===== src/rtl/hazard_scoreboard_if.sv =====
// Decode-side hazard bundle: ID operands/destination and hold/kill in; stall and EX forwarding selects out.
// Combinational outputs with no handshake; hold freezes the tracked pipeline and stall back-pressures ID/IF.
interface hazard_scoreboard_if #(
    parameter int ADDR_W  = 5,
    parameter int STAGE_W = 2
);
    logic               hold;
    logic               issue_valid;
    logic [ADDR_W-1:0]  issue_rd;
    logic [STAGE_W-1:0] issue_ready_stage;
    logic [ADDR_W-1:0]  rs1;
    logic [ADDR_W-1:0]  rs2;
    logic               rs1_used;
    logic               rs2_used;
    logic               kill_ex;
    logic               stall;
    logic [STAGE_W-1:0] fwd1;
    logic [STAGE_W-1:0] fwd2;
    logic [31:0]        stall_count;

    modport master (
        output hold, issue_valid, issue_rd, issue_ready_stage,
        output rs1, rs2, rs1_used, rs2_used, kill_ex,
        input  stall, fwd1, fwd2, stall_count
    );

    modport slave (
        input  hold, issue_valid, issue_rd, issue_ready_stage,
        input  rs1, rs2, rs1_used, rs2_used, kill_ex,
        output stall, fwd1, fwd2, stall_count
    );
endinterface


===== src/rtl/hazard_scoreboard.sv =====
// Data-hazard scoreboard tracking in-flight writers EX..WB; stall/fwd are zero-latency from state.
// Stall back-pressures ID/IF; hold freezes all entries. Optional stall counter under HAZARD_STATS_EN.
module hazard_scoreboard #(
    parameter int DEPTH   = 3,
    parameter int ADDR_W  = 5,
    parameter int STAGE_W = $clog2(DEPTH+1)
) (
    input  logic              clk,
    input  logic              reset_n,
    hazard_scoreboard_if.slave sb
);
    // The WB entry is never consulted (register file is write-first), so only EX..DEPTH-1 is stored.
    localparam int LAST = DEPTH - 1;

    logic [LAST:1]      vld_q, vld_d;
    logic [ADDR_W-1:0]  rd_q  [1:LAST];
    logic [ADDR_W-1:0]  rd_d  [1:LAST];
    logic [STAGE_W-1:0] rdy_q [1:LAST];
    logic [STAGE_W-1:0] rdy_d [1:LAST];

    logic               hit1, hit2, haz1, haz2, stall;
    logic [STAGE_W-1:0] k1, k2, rdy1, rdy2;

    always_comb begin
        hit1 = 1'b0;
        hit2 = 1'b0;
        k1   = '0;
        k2   = '0;
        rdy1 = '0;
        rdy2 = '0;
        // Scan oldest to youngest so the youngest match overwrites older ones.
        for (int k = LAST; k >= 1; k--) begin
            if (vld_q[k] && rd_q[k] == sb.rs1 && sb.rs1 != '0 && sb.rs1_used) begin
                hit1 = 1'b1;
                k1   = STAGE_W'(k);
                rdy1 = rdy_q[k];
            end
            if (vld_q[k] && rd_q[k] == sb.rs2 && sb.rs2 != '0 && sb.rs2_used) begin
                hit2 = 1'b1;
                k2   = STAGE_W'(k);
                rdy2 = rdy_q[k];
            end
        end
        haz1  = hit1 && (rdy1 > k1);
        haz2  = hit2 && (rdy2 > k2);
        stall = sb.issue_valid && (haz1 || haz2);
    end

    assign sb.stall = stall;
    assign sb.fwd1  = (hit1 && !haz1 && !stall) ? STAGE_W'(k1 + 1'b1) : '0;
    assign sb.fwd2  = (hit2 && !haz2 && !stall) ? STAGE_W'(k2 + 1'b1) : '0;

    always_comb begin
        vld_d = vld_q;
        rd_d  = rd_q;
        rdy_d = rdy_q;
        if (!sb.hold) begin
            for (int k = LAST; k >= 2; k--) begin
                vld_d[k] = vld_q[k-1] && !(k == 2 && sb.kill_ex);
                rd_d[k]  = rd_q[k-1];
                rdy_d[k] = rdy_q[k-1];
            end
            vld_d[1] = sb.issue_valid && !stall && sb.issue_rd != '0 && sb.issue_ready_stage != '0;
            rd_d[1]  = sb.issue_rd;
            rdy_d[1] = sb.issue_ready_stage;
        end else if (sb.kill_ex) begin
            vld_d[1] = 1'b0;
        end
    end

    always_ff @(posedge clk or negedge reset_n) begin
        if (!reset_n) begin
            vld_q <= '0;
            for (int k = 1; k <= LAST; k++) begin
                rd_q[k]  <= '0;
                rdy_q[k] <= '0;
            end
        end else begin
            vld_q <= vld_d;
            rd_q  <= rd_d;
            rdy_q <= rdy_d;
        end
    end

`ifdef HAZARD_STATS_EN
    logic [31:0] stall_cnt_q, stall_cnt_d;

    always_comb begin
        stall_cnt_d = stall_cnt_q;
        if (stall && !sb.hold && stall_cnt_q != '1)
            stall_cnt_d = stall_cnt_q + 32'd1;
    end

    always_ff @(posedge clk or negedge reset_n) begin
        if (!reset_n)
            stall_cnt_q <= '0;
        else
            stall_cnt_q <= stall_cnt_d;
    end

    assign sb.stall_count = stall_cnt_q;
`else
    assign sb.stall_count = '0;
`endif

    a_ready_stage_legal: assert property (@(posedge clk) disable iff (!reset_n)
        !(sb.issue_valid && int'(sb.issue_ready_stage) > DEPTH));

endmodule


===== src/flat_wrapper.sv =====
// flat-port wrapper written by rule: the top's interface ports become plain ports
module hazard_scoreboard_flat 
#(
    parameter int DEPTH   = 3,
    parameter int ADDR_W  = 5,
    parameter int STAGE_W = $clog2(DEPTH+1)
)
  (clk, reset_n, sb_hold, sb_issue_valid, sb_issue_rd, sb_issue_ready_stage, sb_rs1, sb_rs2, sb_rs1_used, sb_rs2_used, sb_kill_ex, sb_stall, sb_fwd1, sb_fwd2, sb_stall_count);
  hazard_scoreboard_if #(.ADDR_W(ADDR_W), .STAGE_W(STAGE_W)) sb_i ();
  input  logic clk;
  input  logic reset_n;
  input wire logic [$bits(sb_i.hold)-1:0] sb_hold;
  input wire logic [$bits(sb_i.issue_valid)-1:0] sb_issue_valid;
  input wire logic [$bits(sb_i.issue_rd)-1:0] sb_issue_rd;
  input wire logic [$bits(sb_i.issue_ready_stage)-1:0] sb_issue_ready_stage;
  input wire logic [$bits(sb_i.rs1)-1:0] sb_rs1;
  input wire logic [$bits(sb_i.rs2)-1:0] sb_rs2;
  input wire logic [$bits(sb_i.rs1_used)-1:0] sb_rs1_used;
  input wire logic [$bits(sb_i.rs2_used)-1:0] sb_rs2_used;
  input wire logic [$bits(sb_i.kill_ex)-1:0] sb_kill_ex;
  output wire logic [$bits(sb_i.stall)-1:0] sb_stall;
  output wire logic [$bits(sb_i.fwd1)-1:0] sb_fwd1;
  output wire logic [$bits(sb_i.fwd2)-1:0] sb_fwd2;
  output wire logic [$bits(sb_i.stall_count)-1:0] sb_stall_count;
  assign sb_i.hold = sb_hold;
  assign sb_i.issue_valid = sb_issue_valid;
  assign sb_i.issue_rd = sb_issue_rd;
  assign sb_i.issue_ready_stage = sb_issue_ready_stage;
  assign sb_i.rs1 = sb_rs1;
  assign sb_i.rs2 = sb_rs2;
  assign sb_i.rs1_used = sb_rs1_used;
  assign sb_i.rs2_used = sb_rs2_used;
  assign sb_i.kill_ex = sb_kill_ex;
  assign sb_stall = sb_i.stall;
  assign sb_fwd1 = sb_i.fwd1;
  assign sb_fwd2 = sb_i.fwd2;
  assign sb_stall_count = sb_i.stall_count;
  hazard_scoreboard #(.DEPTH(DEPTH), .ADDR_W(ADDR_W), .STAGE_W(STAGE_W)) u_core (.clk(clk), .reset_n(reset_n), .sb(sb_i));
endmodule

===== config.mk =====
export PLATFORM = sky130hd
export DESIGN_NAME = hazard_scoreboard_flat
export DESIGN_NICKNAME = d
export VERILOG_FILES = /design/src/rtl/hazard_scoreboard_if.sv /design/src/rtl/hazard_scoreboard.sv /design/src/flat_wrapper.sv
export SDC_FILE = /design/constraint.sdc
export NUM_CORES = 1
export LEC_CHECK = 0
export BUFFER_PORTS_ARGS = -buffer_cell sky130_fd_sc_hd__clkbuf_2
export CAP_MARGIN = 20
export CORE_MARGIN = 5
export CORE_UTILIZATION = 48
export DETAILED_ROUTE_END_ITERATION = 7
export PLACE_DENSITY_LB_ADDON = 0.3
export RECOVER_POWER = 25
export SLEW_MARGIN = 30
export SYNTH_ARGS = -nofsm -noshare
export SYNTH_HDL_FRONTEND = slang
export SYNTH_SLANG_ARGS = --single-unit

===== constraint.sdc =====
create_clock -name clk -period 5.65 [get_ports clk]
set_clock_uncertainty 0.2 [all_clocks]
set_input_delay 1.13 -clock clk [delete_from_list [all_inputs] [get_ports clk]]
set_output_delay 1.13 -clock clk [all_outputs]
set_load 0.02 [all_outputs]

==> results of run 1 <==
[routing by layer]
metal	vias to the layer above	share of wire, %	track usage [%]
met5	-	0	0
met4	0	0.79	5.54
met3	4	8.7	1.21
met2	56	46	23.8
met1	513	44	18.7
li1	530	-	-
[power groups by stage]
stage / Sequential, mW / Combinational [mW] / Clock, mW
finish: 0.147 / 0.0800 / 0.0730
global route: 0.149 / 0.0880 / 0.0798
CTS: 0.146 / 0.0798 / 0.0769
detailed placement: 0.149 / 0.0797 / 0
global placement: 0.148 / 0.0770 / 0
floorplan: 0.142 / 0.0773 / 0
[metrics by stage]
step | util [%] | power, mW | setup slack (ns)
final | 54.0 | 0.300 | 0.339
after global routing | 54.0 | 0.316 | 0.0478
after CTS | 54.0 | 0.303 | 0.340
after detailed placement | 52.7 | 0.228 | 0.350
after global placement | 52.7 | 0.225 | 0.498
after floorplan | - | 0.219 | 0.792
[cell usage in the layout, fill, tap and decap left out, drive strengths merged, types with 3 or more instances in the layout]
cell type / count
nand4b: 6
nor4: 4
and4: 5
conb: 32
inv: 4
dfrtp: 16
xnor2: 4
clkbuf: 32
nand2: 10
or4: 3
o21ai: 8
mux2: 13
xor2: 16
[worst paths after layout]
path	slack (ns)	start	cells after the start	to
max in group asynchronous	4.03	reset_n	1	u_core.rd_q[7]
min in group asynchronous	0.71	reset_n	1	u_core.rdy_q[3]
setup / recovery	0.34	sb_rs2[1]	12	sb_fwd2[0]
hold reg to reg	0.33	u_core.rdy_q[3]	1	u_core.rdy_q[3]
setup reg to reg	2.26	u_core.rd_q[6]	10	u_core.vld_q[1]
hold / removal	0.33	u_core.rdy_q[3]	1	u_core.rdy_q[3]
[cells by family (layout without fill, tap and decap cells)]
kind of cell,count (synthesis),in the layout,share of synthesized area [%]
adders and majority gates,2,2,1.75
xor gates and xnor gates,20,20,12.2
other,1,32,0.262
DFF,16,16,28.0
buffers and inverters,38,36,18.4
and+or+nand+nor,42,42,19.9
muxes,14,14,10.9
AOI/OAI and AO/OA,17,17,8.57
[area by class of cell]
type / instances / area (sq um)
flip-flops and latches: 16 / 400
well taps: 31 / 38.8
repair buffers: 28 / 139
clock buffers: 4 / 36.3
fillers: 256 / 1290
inverters: 4 / 15.0
multi-input cells: 127 / 885
[registers in the layout, summed over array words and instances (netlist names)]
| signal | flops |
|---|---|
| u_core.rdy_q | 4 |
| u_core.rd_q | 10 |
| u_core.vld_q | 2 |
==> results.md, run 1 <==
- Status: finished, final reports clean
- Sw frac: 33.7%
- Post-layout instance area: 1510 sq um
- Layout area overhead: 5.77%
- Reg power frac: 48.9%
- Most used flip-flop cell after synthesis: dfrtp_1
- Clk_lat worst skew: 0.28 ns
- Core ar.: 2810 sq um
- Post-route insts no fill: 210
- Post-CTS sizing: 0
- Max Cap Violations: 0
- Post-CTS Hold Fix Bufs: 0
- Worst Path Buf+Inv: 2
- Max clock buf depth: 2
- Starting Density: 51.0%
- DRC Markers: 0
- Net Sw Power: 0.101 mW
- Period utilization: 94.0%
- Largest net degree at the start of global routing: 19
- Quantity of I/O buffers inserted on ports: 28
- Post-CTS setup buffer count: 0
- Worst slew margin: 45.4%
- Number of enable flip-flop cells after synthesis: 0
- Clock network fraction of total power: 24.4%
- Static leakage: 0.724 nW
- Synth area leaders: dfrtp_1 (28%), buf_4 (17%), mux2_2 (10%), xor2_1 (9.8%), nand4b_1 (3.7%)
- Die area: 4170 sq um
- WP data required: 4.32 ns
- Final critical-path required period: 5.31 ns
- I/O Pins: 61
- Post-synthesis sequential area ratio: 28.0%
- Hold WS: 0.327 ns
- GP Congestion: 0.831
- Final #Nets: 206
- RSZ-0062 raised after global routing: false
- Critical-path maximum fanout: 5
- CP cell instances: clkbuf_2 > xor2_1 > nor4_1 > nand4_1 > nand3_1 > o21ai_0 > ha_1 > nand4b_1 > a31oi_1 > o41ai_4 > and4b_1 > clkbuf_2
- Final ANT Viol Nets: 0
- Inserted Diodes: 0
- DRT iter0 DRCs: 50
- Routed WL: 2.93 mm
- Number of cell rows: 19
- Detailed Routing Iterations Pass 1: 4
- Async set or reset register ratio after synthesis: 100%
- Placed Cells: 206
- Synth Cell Area: 1430 sq um
- Final setup TNS: 0 ns
- Delay-heaviest family, CP: simple AND/OR/NAND/NOR gates
- Post-synth top cells: buf_4 (32), dfrtp_1 (16), xor2_1 (16), mux2_2 (13), nand2_1 (10)
- Clock tree from TritonCTS: done
- Grt total ovfl: 0
- Register bit total from synthesis: 16
- Antenna violations before repair: 0
- Fmax: 188 MHz
- Crit end category: output pin
- Area after DPL: 1480 sq um
- Root buffer cell: clkbuf_4
- Final hold vios: 0
- Synthesized area per cell: 9.54 sq um
- Worst EP arrival: 3.98 ns
- Setup violations, final: 0
- CTS Sinks: 16
- CTS Buf Count: 3
- Hold WC Path Type: flop to flop
- Layout cell share with drive strength beyond 1: 28.5%
- Count leader, synth: buf_4
- Vias in the first global route: 1,055
- CP max stage cell: nor4_1
- CP startpoint kind: input port
- Synth area leader: dfrtp_1
- Pwr dens: 198 nW/um^2
- Pint: 0.199 mW
- GRT Total Usage: 14.1%
- Synth cell types: 33
- Worst Tran Pin Value: 0.819 ns
- Max-slew violations: 0
- Dpl hpwl: 2.48 mm
- Area share of the largest cell type after synthesis: 28.0%
- Synthesized instance count: 150
- CTS clk-pin slew, worst paths: 0.09 ns
- Crit Path Class: input port to output pin
- Max incr delay on CP: 0.59 ns
- Critical Path Most Common Cell: clkbuf_2
- Die height: 64.6 microns
- Comb power frac: 26.7%
- First-pass GRT wire length: 4.71 mm
- Total number of yosys warnings: 0
- DR WL/cell: 13.9 microns
- Vias per cell: 5.25
- VDD IR max: 0.149 mV
- H-tree depth: 1
- Die width: 64.6 microns
- Total number of vias: 1,103
Note: power is estimated with default switching activity, not from simulation.
==> inputs of run 2 (changes only) <==
--- a/config.mk
+++ b/config.mk
@@ -5,6 +5,7 @@
 export SDC_FILE = /design/constraint.sdc
 export NUM_CORES = 1
 export LEC_CHECK = 0
+export ABC_AREA = 1
 export BUFFER_PORTS_ARGS = -buffer_cell sky130_fd_sc_hd__clkbuf_2
 export CAP_MARGIN = 20
 export CORE_MARGIN = 5
==> run 2 against run 1 <==
- clock power is 3.4% higher
- sequential power is 7% lower
- largest power group unchanged
- first-iteration DRC count is 24% higher
- critical path depth is 6 higher
- critical path type unchanged
- largest cell class unchanged
- combinational power is 7.2% higher
- fmax is 23% higher
==> results.md, run 2 <==
- Placement Setup Slack: 1.35 ns (+1.00 ns)
- Fill cells: 332 (+30%)
- Detailed Routing Iterations Pass 1: 4 (unchanged)
- Most used flip-flop cell after synthesis: dfrtp_1
- Count leader, synth: nand2_1
- GP Congestion: 0.885 (+6.5%)
- Synth area leaders: dfrtp_1 (27%), nand2_1 (19%), buf_4 (16%), inv_1 (9.0%), o21ai_0 (5.4%)
- Quantity of I/O buffers inserted on ports: 28 (unchanged)
- CTS clk-pin slew, worst paths: 0.09 ns (about the same)
- Register bit total from synthesis: 16 (unchanged)
- Final Core Density: 52.5% (-1.4 points)
- Core ar.: 3030 sq um (+7.9%)
- Largest net degree at the start of global routing: 21 (+2)
- Crit end category: output pin
- CP startpoint kind: input port
- Final hold vios: 0 (unchanged)
- H-tree depth: 1 (unchanged)
- Post-CTS setup buffer count: 0 (unchanged)
- Inserted Diodes: 0 (unchanged)
- Post-synthesis sequential area ratio: 26.8% (-1.2 points)
- Period utilization: 76.2% (-18 points)
- DRC Markers: 0 (unchanged)
- Setup violations, final: 0 (unchanged)
- Final ANT Viol Nets: 0 (unchanged)
- Most common cell after layout, fill and taps aside: nand2_1
- Routed WL: 3.05 mm (+4.2%)
- Root buffer cell: clkbuf_4
- DRT iter0 DRCs: 62 (+24%)
- Power, Total: 0.297 mW (-0.87%)
- CTS Sinks: 16 (unchanged)
- Number of enable flip-flop cells after synthesis: 0 (unchanged)
- Worst Tran Pin Value: 0.856 ns (+0.0374 ns)
- Total number of vias: 1,324 (+20%)
- VDD IR max: 0.159 mV (+6.6%)
- Worst slew margin: 42.9% (-2.5 points)
- Synth Cell Area: 1500 sq um (+4.5%)
- Async set or reset register ratio after synthesis: 100% (unchanged)
- Final #Nets: 292 (+42%)
- Die width: 65.8 microns (+1.9%)
- Layout cell share with drive strength beyond 1: 17.4% (-11 points)
- Hold WS: 0.291 ns (-0.0363 ns)
- Worst EP arrival: 2.98 ns (-1.00 ns)
- Biggest regs: u_core.rd_q (10), u_core.rdy_q (4), u_core.vld_q (2)
- Fmax: 232 MHz (+23%)
- Max Cap Violations: 0 (unchanged)
- CTS Buf Count: 3 (unchanged)
- GRT Total Usage: 14.7% (+0.65 points)
- Largest Register: u_core.rd_q
- Leading cell types in the layout, fill and taps excluded: nand2_1 (77), inv_1 (36), conb_1 (32)
- Clock tree from TritonCTS: done
- Area share of the largest cell type after synthesis: 26.8% (-1.2 points)
- Final critical-path required period: 4.31 ns (-1.00 ns)
- Critical-path maximum fanout: 3 (-2)
- DR WL/cell: 9.86 microns (-29%)
- Antenna violations before repair: 0 (unchanged)
- Status: finished, final reports clean
- Final Worst Setup Slack: 1.34 ns (+1.00 ns)
- RSZ-0062 raised after global routing: false
- WP data required: 4.32 ns (about the same)
- Die area: 4330 sq um (+3.8%)
- Dpl hpwl: 2.64 mm (+6.1%)
- Starting Density: 49.4% (-1.6 points)
- Post-CTS sizing: 0 (unchanged)
- Hold WC Path Type: flop to flop
- Synth area leader: dfrtp_1
- Synthesized instance count: 237 (+58%)
- Synth cell types: 24 (-27%)
- Crit Path Class: input port to output pin
- Max clock buf depth: 2 (unchanged)
- First-pass GRT wire length: 4.91 mm (+4.2%)
- Layout area overhead: 6.36%
- Number of cell rows: 20 (+1)
- Vias in the first global route: 1,157 (+9.7%)
- Final setup TNS: 0 ns (unchanged)
- Clk_lat worst skew: 0.28 ns (about the same)
- Pwr dens: 187 nW/um^2 (-5.6%)
- Die height: 65.8 microns (+1.9%)
- Max reg flops: 10 (unchanged)
- Post-synth top cells: nand2_1 (77), inv_1 (36), buf_4 (32), dfrtp_1 (16), o21ai_0 (16)
- Total number of yosys warnings: 0 (unchanged)
- Vias per cell: 4.28 (-18%)
- Max-slew violations: 0 (unchanged)
- I/O Pins: 61 (unchanged)
- Static leakage: 0.973 nW (+34%)
- Grt total ovfl: 0 (unchanged)
- Synthesized area per cell: 6.31 sq um (-34%)
- Post-CTS Hold Fix Bufs: 0 (unchanged)
[run 2: changes by cell type in the layout (fill, tap and decap cells not counted), moves of 5 or more]
cell	previous run	this run
nand2_1	10	77
inv_1	4	36
xor2_1	16	0
mux2_2	13	0
nor2_1	1	14
nand3_1	2	10
o21ai_0	8	16
nand4b_1	6	0
nand2_2	0	5
[run 2: cell families after synthesis]
| logic type | after synthesis | synth area share [%] |
|---|---|---|
| AND/OR/NAND/NOR | 116 | 33.8 |
| buffers and inverters | 74 | 26.6 |
| AO/OA/AOI/OAI | 25 | 9.12 |
| flip-flops | 16 | 26.8 |
| XOR/XNOR | 3 | 1.76 |
| adder cells (fa/ha/maj) | 2 | 1.67 |
| other | 1 | 0.251 |
[run 2: worst max-delay path, cell delays in order]
cell      delay (ns)
clkbuf_2        0.12
inv_1           0.07
nand2_1         0.06
nand2_1         0.05
nor2_1          0.12
nand2_1         0.08
nor2_1          0.15
nand2_1         0.10
o22ai_1         0.13
ha_1            0.28
nand2_1         0.08
nand2_1         0.06
nand3_1         0.10
nand2_1         0.07
nand2_2         0.09
nand2_2         0.06
nor2_2          0.07
clkbuf_2        0.16
[run 2: per-layer routing]
| metal | wire [microns] | GRT usage, % |
|---|---|---|
| met5 | 0 | 0 |
| met4 | 19 | 5.44 |
| met3 | 192 | 2.04 |
| met2 | 1380 | 22.8 |
| met1 | 1450 | 20.7 |
[run 2: final timing paths]
kind,from,end,slack (ns),cells after the start
max,sb_rs2[4],sb_fwd1[0],1.34,18
min,u_core.rdy_q[1],u_core.rdy_q[1],0.29,2
max reg2reg,u_core.rd_q[5],u_core.vld_q[1],3.46,13
min reg2reg,u_core.rdy_q[1],u_core.rdy_q[1],0.29,2
max in group asynchronous,reset_n,u_core.rd_q[2],4.00,1
min in group asynchronous,reset_n,u_core.vld_q[1],0.72,1
[run 2: where the power goes]
part	switching (mW)	leakage, nW	total (mW)	internal, mW
Sequential	0.0101	0.199	0.136	0.126
Combinational	0.0610	0.753	0.0858	0.0248
Clock	0.0363	0.0210	0.0755	0.0392
[run 2: cell type report]
class | instances | area (sq um) | area share [%]
multi-input cells | 178 | 813 | 51.1
flip-flops and latches | 16 | 400 | 25.2
inverters | 39 | 146 | 9.21
repair buffers | 28 | 139 | 8.73
well taps | 44 | 55.1 | 3.46
clock buffers | 4 | 36.3 | 2.28
[run 2: through the flow]
step / instances / instance area, sq um
global placement: 305 / 1560
finish: 309 / 1590
floorplan: 268 / 1610
CTS: 309 / 1590
global route: 309 / 1590
detailed placement: 305 / 1560
==> inputs of run 3 (changes only) <==
--- a/config.mk
+++ b/config.mk
@@ -5,11 +5,11 @@
 export SDC_FILE = /design/constraint.sdc
 export NUM_CORES = 1
 export LEC_CHECK = 0
-export ABC_AREA = 1
+export ABC_AREA = 0
 export BUFFER_PORTS_ARGS = -buffer_cell sky130_fd_sc_hd__clkbuf_2
 export CAP_MARGIN = 20
 export CORE_MARGIN = 5
-export CORE_UTILIZATION = 48
+export CORE_UTILIZATION = 43
 export DETAILED_ROUTE_END_ITERATION = 7
 export PLACE_DENSITY_LB_ADDON = 0.3
 export RECOVER_POWER = 25
==> constraint.sdc (replaced) <==
create_clock -name clk -period 3.6 [get_ports clk]
set_clock_uncertainty 0.2 [all_clocks]
set_input_delay 0.72 -clock clk [delete_from_list [all_inputs] [get_ports clk]]
set_output_delay 0.72 -clock clk [all_outputs]
set_load 0.02 [all_outputs]
==> run 3 against run 2 <==
- the run now ends with setup timing left
- largest power group unchanged
- register-to-register slack worse by 2.9 ns
- global-route usage is 1.2 points higher
- die area is 5.8% higher
- design area is 25% higher
- non-clock buffer count is 42 higher
- critical path depth is 6 lower
==> results.md, run 3 (synthesized netlist as in run 1, its figures left out) <==
- GR Layer Usage met3: 1.66% (-0.38 points)
- Status: finished with violations
- Biggest regs: u_core.rd_q (10), u_core.rdy_q (4), u_core.vld_q (2)
- Largest net degree at the start of global routing: 19 (-9.5%)
- First-pass GRT wire length: 5.65 mm (+15%)
- Fmax: 237 MHz
- Critical Path Most Common Cell: buf_8
- Hold WC Path Type: input port to asynchronous set/reset pin
- Violated checks: setup timing
- Final ANT Viol Nets: 0 (unchanged)
- H-tree depth: 1 (unchanged)
- CP startpoint kind: input port
- Die area: 4580 sq um (+5.8%)
- WP data required: 2.68 ns (-1.64 ns)
- Inserted Diodes: 0 (unchanged)
- Area after DPL: 1800 sq um (+15%)
- Vias per cell: 4.90 (+14%)
- Detailed Routing Iterations Pass 1: 4 (unchanged)
- Period utilization: 117%
- Max clock buf depth: 2 (unchanged)
- Final Core Density: 60.8% (+8.2 points)
- Quantity of I/O buffers inserted on ports: 28 (unchanged)
- Crit Path Class: input port to output pin
- CTS Sinks: 16 (unchanged)
- Worst EP arrival: 3.31 ns (+0.33 ns)
- Static leakage: 0.953 nW (-2.1%)
- Final Worst Setup Slack: -0.627 ns (-1.97 ns)
- Most Used Layer, Global Route: met2
- GP Congestion: 0.809 (-8.6%)
- VDD IR max: 0.184 mV (+16%)
- Post-layout instance area: 2000 sq um (+25%)
- Layout cell share with drive strength beyond 1: 49.3% (+32 points)
- Dpl hpwl: 2.93 mm (+11%)
- Antenna violations before repair: 0 (unchanged)
- Max-slew violations: 0 (unchanged)
- Max reg flops: 10 (unchanged)
- Most common cell after layout, fill and taps aside: buf_4
- Starting Density: 43.6% (-5.8 points)
- RSZ-0062 raised after global routing: true
- Die height: 67.7 microns (+2.9%)
- Crit end category: output pin
- DRC Markers: 0 (unchanged)
- Vias in the first global route: 1,288 (+11%)
- Max incr delay on CP: 0.52 ns (+0.24 ns)
- Final hold vios: 0 (unchanged)
- Grt total ovfl: 0 (unchanged)
- DR WL/cell: 13.6 microns (+38%)
- Final #Nets: 248 (-15%)
- CTS clk-pin slew, worst paths: 0.09 ns (about the same)
- Clk_lat worst skew: 0.27 ns (about the same)
- Worst Path Buf+Inv: 3 (unchanged)
- Leading cell types in the layout, fill and taps excluded: buf_4 (40), conb_1 (32), clkbuf_2 (21)
- CP max stage cell: or4_4
- M1 GR Usage: 20.1% (-0.63 points)
- Die width: 67.7 microns (+2.9%)
- Largest Register: u_core.rd_q
- Core ar.: 3280 sq um (+8.5%)
- Final critical-path required period: 4.23 ns
- Critical-path maximum fanout: 4 (+1)
- Post-CTS Hold Fix Bufs: 0 (unchanged)
- Delay-heaviest family, CP: simple AND/OR/NAND/NOR gates
- Root buffer cell: clkbuf_4
- Met2 Usage GRT: 29.3% (+6.5 points)
- Worst Tran Pin Value: 0.827 ns (-0.0293 ns)
- DRT iter0 DRCs: 32 (-48%)
- CP cell instances: buf_8 > or4_4 > o21a_4 > nand4_1 > buf_6 > o21ai_4 > ha_4 > nand4b_1 > a31oi_4 > o41ai_4 > and4b_2 > buf_8
- Clock tree from TritonCTS: done
- I/O Pins: 61 (unchanged)
- Pwr dens: 258 nW/um^2 (+38%)
- Setup violations, final: 5 (+5)
- GRT Total Usage: 16.0% (+1.2 points)
- Max Cap Violations: 0 (unchanged)
- Routed WL: 3.64 mm (+20%)
- Total number of vias: 1,308 (-1.2%)
- Layout area overhead: 39.4%
- Number of cell rows: 21 (+5.0%)
- Worst slew margin: 44.9% (+2.0 points)
- CTS Buf Count: 3 (unchanged)
## run 3: worst paths after layout
| check | slack [ns] | depth (start not counted) | from | end |
|---|---|---|---|---|
| worst max-delay path | -0.63 | 12 | sb_rs2[1] | sb_fwd2[0] |
| worst min-delay path | 0.31 | 1 | reset_n | u_core.rd_q[1] |
| worst max register to register | 0.52 | 12 | u_core.rd_q[4] | u_core.vld_q[1] |
| worst min register to register | 0.32 | 1 | u_core.rdy_q[3] | u_core.rdy_q[3] |
| max in group asynchronous | 2.38 | 1 | reset_n | u_core.rd_q[0] |
| min in group clk | 0.32 | 1 | u_core.rdy_q[3] | u_core.rdy_q[3] |
## run 3: final cells by class
class | count | area [sq um]
clock buffer | 4 | 36.3
fill | 279 | 1290
inverter | 4 | 15.0
multi-input combinational | 127 | 998
sequential | 16 | 400
tap | 46 | 57.6
timing repair buffer | 70 | 488
## run 3: repair_timing
action                                  in CTS  in global routing
resized for setup                            7                 23
pin swaps                                    7                 18
endpoints found under the setup margin       5                  5
buffers inserted                             1                  5
## run 3: stage by stage
step           setup TNS [ns]  total power, mW  worst slack, ns  hold WS, ns  instances
3_5_place_dp            -3.09            0.394           -0.682        0.299        257
3_3_place_gp            -2.63            0.388           -0.584        0.296        257
6_report                -2.85            0.515           -0.627        0.312        267
2_1_floorplan           -1.12            0.344           -0.307        0.224        181
4_1_cts                 -2.92            0.511           -0.640        0.154        262
5_1_grt                 -3.46            0.547           -0.756        0.334        267
## run 3: report_power, final
group / internal [mW] / switching, mW / total, mW
Sequential: 0.200 / 0.0263 / 0.227
Combinational: 0.0834 / 0.0930 / 0.176
Clock: 0.0614 / 0.0508 / 0.112
## run 3: metal layers
metal | wire length, microns | vias up
met3 | 328 | 2
li1 | - | 617
met5 | 0 | -
met2 | 1840 | 66
met1 | 1460 | 623
met4 | 14 | 0
